### src/rtl/dmem_arb_pkg.sv
// Shared types and constants for the data-memory arbiter slice.
package dmem_arb_pkg;

    typedef enum logic [1:0] {
        IDLE,
        BUSY_CPU,
        BUSY_ACC
    } state_t;

    typedef enum logic {
        CPU,
        ACC
    } owner_t;

    localparam int MEM_LAT_MIN = 1;
    localparam int MEM_LAT_MAX = 7;

endpackage

### src/rtl/arb_rr2.sv
// Two-way round-robin picker: on a tie, the side not granted last wins.
import dmem_arb_pkg::*;

module arb_rr2 (
    input  logic   req_cpu,
    input  logic   req_acc,
    input  owner_t last_grant,
    output owner_t winner
);

    always_comb begin
        winner = CPU;
        if (req_cpu && req_acc) begin
            winner = (last_grant == CPU) ? ACC : CPU;
        end else if (req_acc) begin
            winner = ACC;
        end
    end

endmodule

### src/rtl/dmem_arbiter.sv
// Shares one data-memory port between the CPU MEM stage and an accelerator,
// one access outstanding at a time, fixed read latency MEM_LAT.
import dmem_arb_pkg::*;

module dmem_arbiter #(
    parameter int WIDTH   = 32,
    parameter int MEM_LAT = 2
) (
    input  logic             clk,
    input  logic             rst,
    input  logic             cpu_req,
    input  logic             cpu_we,
    input  logic [WIDTH-1:0] cpu_addr,
    input  logic [WIDTH-1:0] cpu_wdata,
    output logic             cpu_stall,
    output logic [WIDTH-1:0] cpu_rdata,
    input  logic             acc_valid,
    input  logic             acc_we,
    input  logic [WIDTH-1:0] acc_addr,
    input  logic [WIDTH-1:0] acc_wdata,
    output logic             acc_ready,
    output logic             acc_rvalid,
    output logic [WIDTH-1:0] acc_rdata,
    output logic             mem_en,
    output logic             mem_we,
    output logic [WIDTH-1:0] mem_addr,
    output logic [WIDTH-1:0] mem_wdata,
    input  logic [WIDTH-1:0] mem_rdata
);

    if (MEM_LAT < MEM_LAT_MIN || MEM_LAT > MEM_LAT_MAX) begin : g_lat_range
        $error("dmem_arbiter: MEM_LAT out of range");
    end

    localparam logic [2:0] LAT = 3'(MEM_LAT);

    state_t     state;
    owner_t     last_grant;
    owner_t     winner;
    logic [2:0] cnt;
    logic       cpu_done;
    logic       lat_we;
    logic       req_cpu;
    logic       req_acc;
    logic       grant;

    // cpu_done masks the request so the finishing instruction is not re-issued
    assign req_cpu   = cpu_req && !cpu_done;
    assign req_acc   = acc_valid;
    assign grant     = (state == IDLE) && (req_cpu || req_acc);
    assign acc_ready = (state == IDLE) && req_acc && (winner == ACC);
    assign cpu_stall = cpu_req && !cpu_done;

    arb_rr2 u_arb (
        .req_cpu    (req_cpu),
        .req_acc    (req_acc),
        .last_grant (last_grant),
        .winner     (winner)
    );

    always_ff @(posedge clk or posedge rst) begin
        if (rst) begin
            state      <= IDLE;
            cnt        <= '0;
            mem_en     <= 1'b0;
            mem_we     <= 1'b0;
            mem_addr   <= '0;
            mem_wdata  <= '0;
            lat_we     <= 1'b0;
            cpu_done   <= 1'b0;
            acc_rvalid <= 1'b0;
            cpu_rdata  <= '0;
            acc_rdata  <= '0;
            last_grant <= ACC;
        end else begin
            mem_en     <= 1'b0;
            mem_we     <= 1'b0;
            cpu_done   <= 1'b0;
            acc_rvalid <= 1'b0;
            case (state)
                IDLE: begin
                    if (grant) begin
                        state      <= (winner == CPU) ? BUSY_CPU : BUSY_ACC;
                        cnt        <= LAT;
                        mem_en     <= 1'b1;
                        last_grant <= winner;
                        if (winner == CPU) begin
                            lat_we    <= cpu_we;
                            mem_we    <= cpu_we;
                            mem_addr  <= cpu_addr;
                            mem_wdata <= cpu_wdata;
                        end else begin
                            lat_we    <= acc_we;
                            mem_we    <= acc_we;
                            mem_addr  <= acc_addr;
                            mem_wdata <= acc_wdata;
                        end
                    end
                end
                BUSY_CPU, BUSY_ACC: begin
                    cnt <= cnt - 3'd1;
                    if (cnt == 3'd1) begin
                        state <= IDLE;
                        if (state == BUSY_CPU) begin
                            cpu_done <= 1'b1;
                            if (!lat_we) cpu_rdata <= mem_rdata;
                        end else begin
                            acc_rvalid <= 1'b1;
                            if (!lat_we) acc_rdata <= mem_rdata;
                        end
                    end
                end
                default: state <= IDLE;
            endcase
        end
    end

endmodule
### config.mk
export PLATFORM = sky130hd
export DESIGN_NAME = dmem_arbiter
export DESIGN_NICKNAME = d
export VERILOG_FILES = /design/src/rtl/dmem_arb_pkg.sv /design/src/rtl/arb_rr2.sv /design/src/rtl/dmem_arbiter.sv
export SDC_FILE = /design/constraint.sdc
export NUM_CORES = 1
export LEC_CHECK = 0
export BUFFER_PORTS_ARGS = -buffer_cell sky130_fd_sc_hd__buf_4
export CORE_MARGIN = 2
export CORE_UTILIZATION = 46
export DETAILED_ROUTE_END_ITERATION = 8
export GPL_ROUTABILITY_DRIVEN = 0
export GPL_TIMING_DRIVEN = 0
export HOLD_SLACK_MARGIN = 0.1
export PLACE_DENSITY = 0.78
export SETUP_SLACK_MARGIN = 0.1
export SKIP_CTS_REPAIR_TIMING = 1
export SYNTH_ARGS = -nofsm -noshare
export SYNTH_HDL_FRONTEND = slang
export SYNTH_SLANG_ARGS = --single-unit
### constraint.sdc
create_clock -name clk -period 5.2 [get_ports clk]
set_input_delay 0.26 -clock clk [delete_from_list [all_inputs] [get_ports clk]]
set_output_delay 0.26 -clock clk [all_outputs]
set_load 0.01 [all_outputs]
==> impl_metrics.env <==
export IMPL_hp_class="input pin to flop"
export IMPL_final_cells=1122
export IMPL_slew_viol_final=0
export IMPL_fin_ws_ps=3299
export IMPL_synth_warnings=0
export IMPL_hpwl_um=13620
export IMPL_root_buffer="clkbuf_16"
export IMPL_start_util=0.4677
export IMPL_avgSynthCellArea_um2=10.93
export IMPL_finalWirelength_um=20890
export IMPL_grt_max_degree=73
export IMPL_path_clk_slew_ps=60
export IMPL_wire_per_inst_um=18.62
export IMPL_ys_seq_elements=139
export IMPL_ant_nets=0
export IMPL_cts_num_sinks=139
export IMPL_clock_fmax_mhz=526.1
export IMPL_finClkSkew_ps=15.38
export IMPL_cts_buffers=17
export IMPL_start_kind="flop"
export IMPL_grt_util_all_layers=0.2527
export IMPL_synthCells=538
export IMPL_dr_pass1_iters=5
export IMPL_slew_headroom=0.5866
export IMPL_worst_pin_slew_ps=620.1
export IMPL_finalHoldViolations=0
export IMPL_clkLatencyLatePin_ps=420
export IMPL_cp_arrival_ps=2220
export IMPL_n_antenna_cell=0
export IMPL_p_leak_nw=4.952
export IMPL_layout_nets=1110
export IMPL_port_buffer_count=298
export IMPL_vias_per_cell=5.189
export IMPL_fin_crit_sh=0.3655
export IMPL_rsz0062_at_grt="no"
export IMPL_drtIter0Drc=450
export IMPL_fillers=746
export IMPL_worstSetupPathType="flop to flop"
export IMPL_synth_nets=710
export IMPL_regArea_um2=3480
export IMPL_first_global_vias=5185
export IMPL_holdWs_ps=78.88
export IMPL_dpl_cell_count=1009
export IMPL_ios=299
export IMPL_clk_path_buf_depth=2
export IMPL_multi_input_area_um2=2166
export IMPL_netlist_cell_type_count=33
export IMPL_synthArstFlopShare=1.000
export IMPL_die_w_um=117.0
export IMPL_crit_fanout=10
export IMPL_synthFlopType="dfrtp_1"
export IMPL_max_cap_viol_count=0
export IMPL_mostFrequentLayoutCells="300 x buf_4, 138 x dfrtp_1, 132 x a21oi_1, 82 x dlygate4sd3_1, 67 x nand2_1"
export IMPL_cts_htree_levels=4
export IMPL_dieArea_um2=13700
export IMPL_dp_slack_ps=3300
export IMPL_ys_seq_area_frac=0.5920
export IMPL_status="finished, final reports clean"
export IMPL_final_common_cell="buf_4"
export IMPL_row_count=41
export IMPL_synth_edf_count=0
export IMPL_max_vdd_ir_drop_mv=0.2919
export IMPL_globalRouteOverflowTotal=0
export IMPL_cts_tree="done"
export IMPL_vias=5822
export IMPL_fin_crit_ps=1901
export IMPL_cp_end_kind="flop"
export IMPL_syn_cell_area_um2=5878
export IMPL_power_density_nw_per_um2=544.3
export IMPL_core_um2=12570
export IMPL_area_growth_syn_to_layout_pct=66.54
export IMPL_antenna_found_initial=0
export IMPL_utilization=0.7789
export IMPL_finalSetupViolCount=0
export IMPL_required_ps=5520
export IMPL_dieHeight_um=117.0
export IMPL_drive_above_1_share=0.4537
export IMPL_grt_pass1_wl_um=26160
export IMPL_drc=0
cell families after synthesis:
family,after synthesis,share of synthesized area
compound gates,139,0.1220
fa+ha+maj,6,0.01277
buf+inv,41,0.03959
flops,139,0.5920
mux,66,0.1262
simple gates,147,0.1075
report_power, final:
| group | internal, mW | leakage, nW | switching [mW] |
|---|---|---|---|
| combinational | 1.10 | 2.94 | 1.13 |
| clock | 0.795 | 0.291 | 0.453 |
| sequential | 1.55 | 1.72 | 0.292 |
| total | 3.45 | 4.95 | 1.88 |
layer usage:
layer,wire (um),GRT usage,up-vias
li1,-,-,2628
met1,7720,0.2952,2799
met2,10900,0.4247,345
met3,1749,0.09423,50
met4,522,0.09961,0
met5,0,0,-
stage by stage:
stage	setup TNS [ps]	total power, mW	cell area, um^2
2_1_floorplan	0	2.859	5878
3_3_place_gp	-30650	3.876	8330
3_5_place_dp	0	3.965	8363
4_1_cts	0	5.219	8969
5_1_grt	0	5.594	9789
6_report	0	5.329	9789
critical path: stages, from the launching register on:
cell and delay (ps):
dfrtp_1 390, inv_1 110, ha_1 320, o21ai_2 150, inv_2 110, buf_4 190, buf_2 250, nor2_1 80
a21oi_1 180
worst paths after layout:
| check | from | cells past startpoint | to | slack, ps |
|---|---|---|---|---|
| min in group asynchronous | rst | 3 | cpu_rdata[12] | 490 |
| worst max register to register | state[1] | 8 | mem_wdata[18] | 3300 |
| worst min register to register | acc_rdata[14] | 1 | acc_rdata[14] | 490 |
| worst max-delay path | state[1] | 8 | mem_wdata[18] | 3300 |
| worst min-delay path | cpu_addr[18] | 3 | mem_addr[18] | 80 |
| max in group asynchronous | rst | 4 | last_grant | 3900 |
cell type report:
type	instances	area share
Sequential cell	139	0.3554
Timing Repair Buffer	381	0.3152
Multi-Input combinational cell	358	0.2212
Clock buffer	18	0.04384
Tap cell	172	0.02198
Buffer	35	0.02147
Clock inverter	13	0.01802
Inverter	6	0.002812
flip-flops by register name (all words and copies together) (netlist names), 2 cells and up:
name / flops
state: 2
mem_addr: 32
cnt: 3
mem_wdata: 32
acc_rdata: 32
cpu_rdata: 32
cell usage after synthesis, types with 5 or more instances:
cell,instances,area [um^2]
a21oi_1,132,660.6
buf_2,21,105.1
buf_6,6,67.56
clkbuf_1,6,22.52
dfrtp_1,138,3453
ha_1,6,75.07
inv_1,5,18.77
mux2_2,63,709.4
nand2_1,67,251.5
nor2_1,66,247.7
(Power assumes the default switching activity.)
